### src/rtl/segasys1_dl_pkg.sv
// Shared types and constants for the Sega System 1 download sequencer.
// Optional checksum feature: SEGASYS1_DL_CHECKSUM_EN (see segasys1_dl_ctrl).
package segasys1_dl_pkg;

   typedef enum logic [1:0] {
      RUN   = 2'd0,
      LOAD  = 2'd1,
      DRAIN = 2'd2,
      HOLD  = 2'd3
   } dl_state_t;

   localparam logic [7:0] IDX_ROM  = 8'd0;
   localparam logic [7:0] IDX_MODE = 8'd1;
   localparam logic [7:0] IDX_DSW  = 8'd254;

endpackage

### src/rtl/segasys1_rst_stretch.sv
// Loadable down-counter; done pulses while enabled on the count of 1,
// which is the last cycle the game core is held in reset.
module segasys1_rst_stretch #(
   parameter logic [15:0] LOAD_VAL = 16'd4800
) (
   input  logic clk,
   input  logic reset,
   input  logic load,
   input  logic en,
   output logic done
);

   logic [15:0] cnt;

   // Count down from LOAD_VAL while enabled, saturating at zero.
   always_ff @(posedge clk) begin
      if (reset || load) begin
         cnt <= LOAD_VAL;
      end else if (en && (cnt != 16'd0)) begin
         cnt <= cnt - 16'd1;
      end
   end

   assign done = en && (cnt <= 16'd1);

endmodule

### src/rtl/segasys1_dl_ctrl.sv
// HPS ioctl download sequencer for the Sega System 1 core.
// Define SEGASYS1_DL_CHECKSUM_EN to build the rom_sum adder.
module segasys1_dl_ctrl
   import segasys1_dl_pkg::*;
#(
   parameter int          ROM_AW   = 25,
   parameter logic [24:0] ROM_SIZE = 25'h1_0000,
   parameter logic [15:0] RST_HOLD = 16'd4800
) (
   input  logic              clk_sys,
   input  logic              reset,
   input  logic              ioctl_download,
   input  logic              ioctl_wr,
   input  logic [7:0]        ioctl_index,
   input  logic [24:0]       ioctl_addr,
   input  logic [7:0]        ioctl_dout,
   output logic              ioctl_wait,
   output logic              rom_we,
   output logic [ROM_AW-1:0] rom_addr,
   output logic [7:0]        rom_data,
   input  logic              rom_ack,
   output logic [7:0]        sysmode,
   output logic [63:0]       dsw,
   output logic              core_reset,
   output logic              loaded,
   output logic [1:0]        err,
   output logic [15:0]       rom_sum
);

   dl_state_t state;
   dl_state_t state_nxt;

   logic bufv;
   logic got_rom;

   logic enter_load;
   logic cnt_load;
   logic cnt_en;
   logic cnt_done;
   logic set_loaded;

   logic wr_rom;
   logic in_range;
   logic accept;
   logic oversize;
   logic overrun;

   logic wr_mode;
   logic wr_dsw;

   // ROM bytes are only taken while loading; a busy buffer is free again
   // if the core acknowledges in the same cycle.
   assign wr_rom   = ioctl_wr && (ioctl_index == IDX_ROM) && (state == LOAD);
   assign in_range = ioctl_addr < ROM_SIZE;
   assign accept   = wr_rom && in_range && (!bufv || rom_ack);
   assign oversize = wr_rom && !in_range;
   assign overrun  = wr_rom && in_range && bufv && !rom_ack;

   assign wr_mode = ioctl_wr && (ioctl_index == IDX_MODE)
                    && (ioctl_addr == 25'd0);
   assign wr_dsw  = ioctl_wr && (ioctl_index == IDX_DSW)
                    && (ioctl_addr[24:3] == 22'd0);

   assign rom_we     = bufv;
   assign ioctl_wait = bufv;

   segasys1_rst_stretch #(
      .LOAD_VAL (RST_HOLD)
   ) u_stretch (
      .clk   (clk_sys),
      .reset (reset),
      .load  (cnt_load),
      .en    (cnt_en),
      .done  (cnt_done)
   );

   // State register; reset parks in HOLD with the stretch counter primed.
   always_ff @(posedge clk_sys) begin
      if (reset) begin
         state <= HOLD;
      end else begin
         state <= state_nxt;
      end
   end

   // Next-state logic; a new download wins over finishing the hold.
   always_comb begin
      state_nxt = state;
      unique case (state)
         RUN: begin
            if (ioctl_download) state_nxt = LOAD;
         end
         LOAD: begin
            if (!ioctl_download) state_nxt = DRAIN;
         end
         DRAIN: begin
            if (!bufv) state_nxt = HOLD;
         end
         HOLD: begin
            if (ioctl_download) begin
               state_nxt = LOAD;
            end else if (cnt_done) begin
               state_nxt = RUN;
            end
         end
      endcase
   end

   // Per-state control strobes for the counter and sticky flags.
   always_comb begin
      enter_load = 1'b0;
      cnt_load   = 1'b0;
      cnt_en     = 1'b0;
      set_loaded = 1'b0;
      unique case (state)
         RUN: begin
            enter_load = ioctl_download;
         end
         LOAD: begin
         end
         DRAIN: begin
            cnt_load = !bufv;
         end
         HOLD: begin
            enter_load = ioctl_download;
            cnt_en     = 1'b1;
            set_loaded = (state_nxt == RUN);
         end
      endcase
   end

   // Registered core reset: low only while the sequencer sits in RUN.
   always_ff @(posedge clk_sys) begin
      if (reset) begin
         core_reset <= 1'b1;
      end else begin
         core_reset <= (state_nxt != RUN);
      end
   end

   // One-entry ROM write buffer; address/data only move on acceptance.
   always_ff @(posedge clk_sys) begin
      if (reset) begin
         bufv     <= 1'b0;
         rom_addr <= '0;
         rom_data <= 8'd0;
      end else if (accept) begin
         bufv     <= 1'b1;
         rom_addr <= ioctl_addr[ROM_AW-1:0];
         rom_data <= ioctl_dout;
      end else if (rom_ack) begin
         bufv     <= 1'b0;
      end
   end

   // Sticky status: errors and got_rom restart with each download.
   always_ff @(posedge clk_sys) begin
      if (reset) begin
         err     <= 2'b00;
         got_rom <= 1'b0;
         loaded  <= 1'b0;
      end else begin
         if (enter_load) begin
            err     <= 2'b00;
            got_rom <= 1'b0;
         end else begin
            if (accept)   got_rom <= 1'b1;
            if (oversize) err[0]  <= 1'b1;
            if (overrun)  err[1]  <= 1'b1;
         end
         if (set_loaded && got_rom) loaded <= 1'b1;
      end
   end

   // SYSMODE and DIP bytes are latched whenever they are written.
   always_ff @(posedge clk_sys) begin
      if (reset) begin
         sysmode <= 8'd0;
         dsw     <= {64{1'b1}};
      end else begin
         if (wr_mode) sysmode <= ioctl_dout;
         if (wr_dsw) dsw[{ioctl_addr[2:0], 3'b000} +: 8] <= ioctl_dout;
      end
   end

`ifdef SEGASYS1_DL_CHECKSUM_EN
   // Additive checksum of accepted ROM bytes, wrapping at 16 bits.
   always_ff @(posedge clk_sys) begin
      if (reset) begin
         rom_sum <= 16'd0;
      end else if (enter_load) begin
         rom_sum <= 16'd0;
      end else if (accept) begin
         rom_sum <= rom_sum + {8'd0, ioctl_dout};
      end
   end
`else
   assign rom_sum = 16'd0;
`endif

endmodule

### config.mk
export PLATFORM = sky130hd
export DESIGN_NAME = segasys1_dl_ctrl
export DESIGN_NICKNAME = d
export VERILOG_FILES = /design/src/rtl/segasys1_dl_pkg.sv /design/src/rtl/segasys1_rst_stretch.sv /design/src/rtl/segasys1_dl_ctrl.sv
export SDC_FILE = /design/constraint.sdc
export NUM_CORES = 1
export LEC_CHECK = 0
export ABC_AREA = 0
export BUFFER_PORTS_ARGS = -buffer_cell sky130_fd_sc_hd__clkbuf_2
export CAP_MARGIN = 30
export CELL_PAD_IN_SITES_DETAIL_PLACEMENT = 1
export CELL_PAD_IN_SITES_GLOBAL_PLACEMENT = 1
export CORE_UTILIZATION = 30
export CTS_CLUSTER_SIZE = 10
export DETAILED_ROUTE_END_ITERATION = 10
export GPL_TIMING_DRIVEN = 0
export HOLD_SLACK_MARGIN = 0.12
export PLACE_DENSITY = 0.62
export SLEW_MARGIN = 0
export SYNTH_ARGS = -nofsm -noshare
export SYNTH_HDL_FRONTEND = slang
export SYNTH_SLANG_ARGS = --single-unit
### constraint.sdc
create_clock -name clk_sys -period 5.25 [get_ports clk_sys]
set_input_delay 0.2625 -clock clk_sys [delete_from_list [all_inputs] [get_ports clk_sys]]
set_output_delay 0.2625 -clock clk_sys [all_outputs]
set_load 0.05 [all_outputs]
After elaboration in Yosys (flattened, before gate mapping)
Index checks and enable logic that the tools add are counted.
{"block": "word_totals", "reg_bits": 129, "latch_bits": 0, "mem_bits_rw": 0, "rom_bits": 0, "wordCells": 65, "n_memories": 0}
{"block": "op_classes", "addsub": 2, "multipliers": 0, "n_div": 0, "n_lt_le_gt_ge": 2, "n_eq_ne": 5, "n_shift": 2, "n_mux": 13, "bitwise": 0, "n_reduce_logical": 29}
{"cell": "$bwmux 64", "count": 1}
{"cell": "$shift 8x8->64 const A", "count": 1}
{"cell": "$shiftx 8x8->64", "count": 1}
{"cell": "$logic_not 25->1", "count": 1}
{"cell": "$lt 25x17->1 const B", "count": 1}
{"cell": "$logic_not 22->1", "count": 1}
{"cell": "$le 16x1->1 const B", "count": 1}
{"cell": "$reduce_bool 16->1", "count": 1}
{"cell": "$sub 16x1->16 const B", "count": 1}
{"cell": "$logic_and 1x1->1", "count": 14}
{"cell": "$mux 2", "count": 5}
{"cell": "$eq 8x1->1 const B", "count": 1}
{"cell": "$eq 8x8->1 const B", "count": 1}
{"cell": "$logic_not 8->1", "count": 1}
{"cell": "$neg 6->8", "count": 1}
{"cell": "$pmux 2 s4", "count": 1}
{"cell": "$mux 1", "count": 6}
{"cell": "$eq 2x2->1 const B", "count": 2}
{"cell": "$logic_not 2->1", "count": 2}
{"cell": "$reduce_bool 2->1", "count": 2}
{"cell": "$reduce_or 2->1", "count": 2}
{"cell": "$logic_not 1->1", "count": 3}
{"cell": "$eq 2x1->1 const B", "count": 1}
{"cell": "$logic_or 1x1->1", "count": 2}

Logic depth before layout (Yosys ltp)
Gate-level depths: netlist of the first run.
{"block": "logic_depth", "ltp_word": 9, "depth_mapped": 9, "ltp_nobuf": 7}

Cells and area by module
A second synthesis of the first run with hierarchy kept.
{"block": "hier_totals", "hier_cells": 599, "area_unflattened_um2": 5744.3}
{"mod": "segasys1_dl_ctrl", "instances": 1, "cells_per_inst": 493, "area_each_um2": 4858.4, "seq_area_each_um2": 2262.2}
{"mod": "segasys1_rst_stretch", "instances": 1, "cells_per_inst": 106, "area_each_um2": 885.8, "seq_area_each_um2": 320.3}

Least setup slack after synthesis of the first run
No wires, ideal clock.
{"block": "synth_timing", "path_kind": "input to register", "from": "input port ioctl_addr[0]", "to": "register dsw[19]", "arrival_time_ps": 2248, "setup_slack_ps": 2866, "cell_stages": 8, "n_path_buf": 1, "path_cell_list": "clkbuf_1 inv_1 ha_1 ha_1 or3b_2 nor3b_1 nand4_1 mux2i_1"}
{"block": "synth_between", "elab_chain_len": 3}
{"item": "from (decl)", "line_no": "segasys1_dl_ctrl.sv:15", "text": "input logic [24:0] ioctl_addr,"}
{"item": "$neg 6->8 *", "line_no": "segasys1_dl_ctrl.sv:182", "text": "if (wr_dsw) dsw[{ioctl_addr[2:0], 3'b000} +: 8] <= ioctl_dout;"}
{"item": "$shiftx 8x8->64 or $shift 8x8->64 (tied branches)", "line_no": "segasys1_dl_ctrl.sv:182"}
{"item": "$bwmux 64 *", "line_no": "segasys1_dl_ctrl.sv:182"}
{"item": "to (signal assigned)", "line_no": "segasys1_dl_ctrl.sv:179", "text": "dsw <= {64{1'b1}};"}
{"item": "to (signal, indexed assignment)", "line_no": "segasys1_dl_ctrl.sv:182"}
{"item": "to (decl)", "line_no": "segasys1_dl_ctrl.sv:23", "text": "output logic [63:0] dsw,"}
Every way passes the cells marked *; elsewhere a longest branch is shown, timed or not.
A chain may end at the register's enable or synchronous reset.

Worst setup path in the final report of the first run
{"block": "layout_timing", "from": "register u_stretch.cnt[2]", "to": "register u_stretch.cnt[14]"}
{"block": "layout_between", "elab_chain_len": 2}
{"item": "from (decl)", "line_no": "segasys1_rst_stretch.sv:13", "text": "logic [15:0] cnt;"}
{"item": "from (signal assigned)", "line_no": "segasys1_rst_stretch.sv:20", "text": "cnt <= cnt - 16'd1;"}
{"item": "branches (longest 2 deep; another with $sub 16x1->16)"}
Parallel ways; which one is timed is not known.

==> impl_metrics.csv, run 1 <==
group,metric,value,unit
global_routing,antenna_found_initial,0,
setup_path,reg2regPathDepth,6,
sta,hold_ws,0.132,ns
sta,final.setup.tns,0,ns
floorplan,fp.dieH,139,um
route,viasPerCell,4.88,
global_routing,grt.total_usage,0.200,
setup_path,crit_type,"reg2reg",
sta,finalSetupViolations,0,
job,drv_cap,0,
setup_path,crit_end,"u_stretch.cnt[14]",
floorplan,core,18200,um^2
outcome,status,"finished with violations",
sta,finalCriticalPeriod,2.59,ns
layout,stdcell_area,7450,um^2
synthesis,syn_area,5650,um^2
cts,cts-buffers-inserted,17,
synthesis,synthFlopType,"dfxtp_1",
layout,fillers,2152,
sta,finalCritPeriodShare,0.494,
route,ant_nets,0,
cts,worstSkewPairLatency,0.42,ns
placed_design,gp_congestion,0.766,
synthesis,synth_cells,615,
placed_design,numPortBuffers,155,
placed_design,pre_cts_slack,2.40,ns
synthesis,async_flop_share,0,
sta,rsz0062_at_grt,"false",
global_routing,grt.overflow.total,0,
layout,syn_to_final_growth,31.8,%
pwr,cellPowerDensity,349,nW/um^2
floorplan,io_pins,173,
placed_design,dp_hpwl,14100,um
layout,regArea,2580,um^2
setup_path,crit_slowest_cell,"nor4_1",
route,drtIter0Drc,226,
cts,clk_pin_slew_worst_paths,0.05,ns
synthesis,synth_compound_area_frac,0.0753,
cts,cts_buffer_depth,2,
setup_path,r2r-end,"u_stretch.cnt[14]",
floorplan,die_x,139,um
synthesis,synth_top_family_by_area,"simple AND/OR/NAND/NOR gates",
setup_path,crit_start,"u_stretch.cnt[2]",
synthesis,synth_xor_area_frac,0,
layout,multi_input_area,2770,um^2
layout,drive_above_1_share,0.257,
layout,utilization,0.409,
pwr,finalPower,2.60,mW
synthesis,synth_warnings,0,
route,dr.pass1.iters,10,
route,drc,6,
setup_path,endpoint_kind,"register",
cts,post_cts_resized,0,
global_routing,grt_max_degree,17,
sta,maxSlewViolCount,0,
setup_path,cpPeakStageDelay,0.62,ns
hold_path,hold_path.class,"in2reg",
sta,skew,0.0130,ns
pwr,vdd_drop_max,234,uV
layout,diodes,0,
placed_design,placed_area,6780,um^2
setup_path,cp.depth,6,
setup_path,critPathTopFamily,"simple AND/OR/NAND/NOR gates",
cts,cts.sinks,129,
floorplan,start_util,0.310,
setup_path,crit_required,5.55,ns
route,wl_per_cell,17.6,um
sta,worst_slew_pin_slew,0.881,ns
sta,fmax,0.386,GHz
route,num_vias,5170,
synthesis,synth_edf_count,0,
placed_design,placed_cells,1016,
layout,layout.nets,875,
synthesis,synth-simple-area-share,0.203,
sta,worst_slack,2.66,ns
pwr,leakage,3.33,nW
sta,hold_viol,0,
global_routing,grt_pass1_wl,30300,um
global_routing,grt_pass1_vias,5695,
route,finalWirelength,18700,um
setup_path,start_kind,"register",
floorplan,fp-row-count,49,
setup_path,path_max_fanout,10,
setup_path,path_cells,"or4_1 > buf_2 > nor4_1 > clkbuf_1 > nand4_1 > mux2i_1",
setup_path,r2r_start,"u_stretch.cnt[2]",
sta,slew_headroom,0.411,
layout,final-instance-count-excl-fill,1059,
synthesis,synthAdderAreaFrac,0.0199,
synthesis,ys_types,51,
synthesis,synth_seq_area_share,0.457,
cts,cts_tree,"done",
synthesis,synthMuxAreaShare,0.181,
cts,htree_num_levels,4,
setup_path,cp.buffers_inverters,2,
synthesis,avgSynthCellArea,9.19,um^2
synthesis,synth-seq-cells,129,
setup_path,arrival,2.89,ns
outcome,failed_checks,"DRC",
floorplan,dieArea,19400,um^2
cts,cts_root_buffer,"clkbuf_16",
setup_path,ff2ff_setup_slack,2.66,ns
synth_stat cells (2+ instances only):
cell type,n,area [um^2]
dfxtp_1,129,2580
mux2i_1,102,1020
nor2_1,87,327
nand2_1,74,278
clkbuf_1,32,120
buf_4,19,143
a31oi_1,18,113
a21oi_1,17,85.1
inv_1,13,48.8
nor3b_1,12,90.1
nor4_1,10,62.6
o21ai_0,10,50.1
ha_1,9,113
and4_1,7,61.3
nand4_1,7,43.8
or3_1,7,43.8
nor3_1,6,30.0
nand3_1,5,25.0
nor2b_1,4,25.0
buf_6,3,33.8
nand2b_1,3,18.8
o211ai_1,3,22.5
o41ai_1,3,26.3
or4_1,3,22.5
and3_1,2,12.5
and4b_1,2,20.0
buf_2,2,10.0
nor4b_1,2,17.5
o211a_1,2,20.0
routing by layer:
layer / track usage / part of all wire / vias to the layer above
li1: - / - / 2521
met1: 0.232 / 0.43 / 2518
met2: 0.361 / 0.51 / 106
met3: 0.0392 / 0.033 / 25
met4: 0.0789 / 0.023 / 0
met5: 0 / 0 / -
tightest hold or removal path: stages:
cell and delay [ns]:
clkbuf_2 0.11, nand2_1 0.06, mux2i_1 0.06
cell type report:
cell class	count	area share
multi-input combinational	431	0.371
sequential	129	0.347
tap	229	0.0385
inverter	13	0.00655
timing repair buffer	171	0.124
buffer	57	0.0417
clock buffer	22	0.0623
clock inverter	7	0.00840
layout by cell type, fill, tap and decap left out, types with 9 or more instances in the layout:
cell type / netlist / final
ha_1: 9 / 9
inv_1: 13 / 13
dfxtp_1: 129 / 129
nor2_1: 87 / 87
nor4_1: 10 / 10
clkbuf_2: 0 / 155
a21oi_1: 17 / 17
conb_1: 1 / 16
buf_4: 19 / 19
o21ai_0: 10 / 10
dlygate4sd3_1: 0 / 14
nand2_1: 74 / 74
mux2i_1: 102 / 102
clkbuf_1: 32 / 35
clkbuf_16: 0 / 17
a31oi_1: 18 / 18
nor3b_1: 12 / 12
sequential cells by signal (all words and copies together), names as in the netlist:
| register | count |
|---|---|
| rom_data | 8 |
| loaded | 1 |
| ioctl_wait | 1 |
| rom_addr | 25 |
| sysmode | 8 |
| state | 2 |
| got_rom | 1 |
| dsw | 64 |
| u_stretch.cnt | 16 |
| core_reset | 1 |
| err | 2 |
where the power goes:
part           leakage, nW  switching, mW  internal [mW]
clock network        0.261          0.421          0.663
logic                 2.03          0.292          0.170
registers             1.04         0.0388           1.01
total                 3.33          0.752           1.85
cell families after synthesis:
| group | count (synthesis) |
|---|---|
| other | 1 |
| buffers and inverters | 70 |
| DFF | 129 |
| muxes | 102 |
| adders and majority gates | 9 |
| AOI/OAI and AO/OA | 65 |
| and+or+nand+nor | 239 |
timing repair:
| item | in CTS | in global routing |
|---|---|---|
| endpoints found under the hold margin | 14 | 0 |
| hold buffers | 14 | 0 |
| buffers inserted | 0 | 0 |
worst min path at each step:
stage,startpoint,to,slack (ns),depth (start not counted)
6_report,ioctl_addr[1],rom_addr[1],0.13,3
3_5_place_dp,loaded,loaded,0.45,2
4_1_cts,ioctl_addr[1],rom_addr[1],0.13,3
2_1_floorplan,ioctl_addr[10],rom_addr[10],0.40,2
5_1_grt,ioctl_addr[1],rom_addr[1],0.15,3
3_3_place_gp,rom_addr[14],rom_addr[14],0.44,2
(Power assumes the default switching activity.)
==> inputs of run 2 (changes only) <==
- clock period: 5.25 -> 2.45 ns (I/O delays scaled with it)
==> run 2 against run 1 <==
Compared with the run above:
- the run still ends with DRC left
- cell count is 0.94% higher
- critical path depth did not move
- combinational power rose by 120%
- hold slack better by 0.011 ns
- flip-flop and latch count unchanged
- critical path type unchanged
- largest power group unchanged
==> impl_metrics.csv, run 2 (synthesized netlist as in run 1, its figures left out) <==
group,metric,value,unit
floorplan,dieArea,19400,um^2
global_routing,grt.overflow.total,0,
sta,worst_slew_pin_slew,0.893,ns
layout,regMostFlops,"dsw",
global_routing,antenna_found_initial,0,
sta,fmax,0.421,GHz
cts,htree_num_levels,4,
route,num_vias,5228,
layout,regArea,2580,um^2
layout,layout.nets,885,
sta,rsz0062_at_grt,"false",
sta,finalSetupViolations,0,
layout,final-instance-count-excl-fill,1069,
global_routing,grt.total_usage,0.202,
pwr,power_frac_clock,0.414,
floorplan,die_x,139,um
sta,finalCritPeriodShare,0.968,
placed_design,dp_hpwl,14100,um
setup_path,arrival,2.73,ns
route,viasPerCell,4.89,
route,finalWirelength,18900,um
sta,slew_headroom,0.402,
cts,clk_pin_slew_worst_paths,0.06,ns
route,drtIter0Drc,245,
placed_design,numPortBuffers,155,
pwr,p_sw_frac,0.289,
cts,cts_tree,"done",
setup_path,path_max_fanout,10,
hold_path,hold_path.class,"in2reg",
sta,worst_slack,0.0773,ns
sta,maxSlewViolCount,0,
cts,cts.sinks,129,
floorplan,fp-row-count,49,
pwr,cellPowerDensity,740,nW/um^2
placed_design,placed_area,6780,um^2
layout,largest_reg_flops,64,
outcome,failed_checks,"DRC",
route,wl_met3,582,um
cts,cts_buffer_depth,2,
route,dr.max_layer_used,"met4",
placed_design,gp_congestion,0.766,
floorplan,start_util,0.310,
route,ant_nets,0,
floorplan,io_pins,173,
layout,fillers,2133,
route,drc,7,
layout,multi_input_area,2790,um^2
sta,hold_ws,0.143,ns
setup_path,crit_type,"reg2reg",
placed_design,pre_cts_slack,-0.264,ns
layout,stdcell_area,7600,um^2
pwr,pwr-share-seq,0.403,
global_routing,grt_pass1_wl,30600,um
layout,utilization,0.417,
route,dr_wl_met2,9790,um
sta,final.setup.tns,0,ns
global_routing,grt_pass1_vias,5775,
layout,final_cell_mix,"clkbuf_2 (155), dfxtp_1 (128), mux2i_1 (102)",
setup_path,start_kind,"register",
pwr,vdd_drop_max,505,uV
layout,final_common_cell,"clkbuf_2",
floorplan,core,18200,um^2
job,drv_cap,0,
placed_design,placed_cells,1016,
route,wl_per_cell,17.7,um
pwr,intPower,4.00,mW
cts,cts_root_buffer,"clkbuf_16",
pwr,leakage,3.39,nW
setup_path,endpoint_kind,"register",
layout,top_regs,"dsw (64), rom_addr (25), u_stretch.cnt (16)",
route,wl_met1,8160,um
outcome,status,"finished with violations",
pwr,finalPower,5.62,mW
setup_path,crit_required,2.80,ns
pwr,combPwrFrac,0.184,
cts,cts-buffers-inserted,17,
layout,drive_above_1_share,0.265,
sta,skew,0.00912,ns
layout,diodes,0,
global_routing,grt_max_degree,17,
cts,worstSkewPairLatency,0.42,ns
sta,finalCriticalPeriod,2.37,ns
route,dr.pass1.iters,9,
layout,syn_to_final_growth,34.4,%
sta,hold_viol,0,
pwr,p_sw,1.63,mW
floorplan,fp.dieH,139,um
==> run 2: cell count changes in the layout (fill, tap and decap cells not counted), sizes merged <==
cell / previous run / this run
clkbuf: 209 / 205
buf: 27 / 30
dlygate4sd3: 14 / 25
==> run 2: worst paths after layout <==
check,start,to,slack [ns],depth (start not counted)
worst max-delay path,u_stretch.cnt[2],u_stretch.cnt[13],0.08,6
worst max register to register,u_stretch.cnt[2],u_stretch.cnt[13],0.08,6
worst min register to register,loaded,loaded,0.46,2
worst min-delay path,ioctl_index[0],err[0],0.14,4
==> run 2: power by group through the flow <==
stage          combinational [mW]  sequential (mW)  clock [mW]
6_report                     1.03             2.26        2.33
5_1_grt                      1.16             2.28        2.46
4_1_cts                      1.01             2.26        2.36
3_5_place_dp                0.964             2.30           0
3_3_place_gp                0.911             2.29           0
2_1_floorplan               0.672             2.29           0
==> run 2: layer usage <==
layer	up-vias	track usage
met5	-	0
li1	2540	-
met4	0	0.0801
met1	2564	0.234
met2	101	0.366
met3	23	0.0372
==> run 2: cell type report <==
| type | count | share of cell area |
|---|---|---|
| well taps | 229 | 0.0377 |
| repair buffers | 186 | 0.140 |
| flip-flops and latches | 129 | 0.340 |
| clock buffers | 22 | 0.0611 |
| clock inverters | 7 | 0.00824 |
| multi-input cells | 431 | 0.367 |
| inverters | 13 | 0.00642 |
| plain buffers | 52 | 0.0387 |
==> run 2: worst max-delay path: stages, from the launching register on <==
cell,delay (ns)
dfxtp_2,0.34
or4_4,0.53
clkbuf_4,0.18
or4_4,0.42
buf_6,0.16
or4_1,0.51
a21oi_2,0.16
==> run 2: what timing repair did <==
item,in CTS,in global routing
gates cloned,0,0
pin swaps,0,4
hold endpoints to repair,33,0
setup buffers,0,4
gates resized for setup,1,6
endpoints found under the setup margin,6,82
hold buffers,25,0
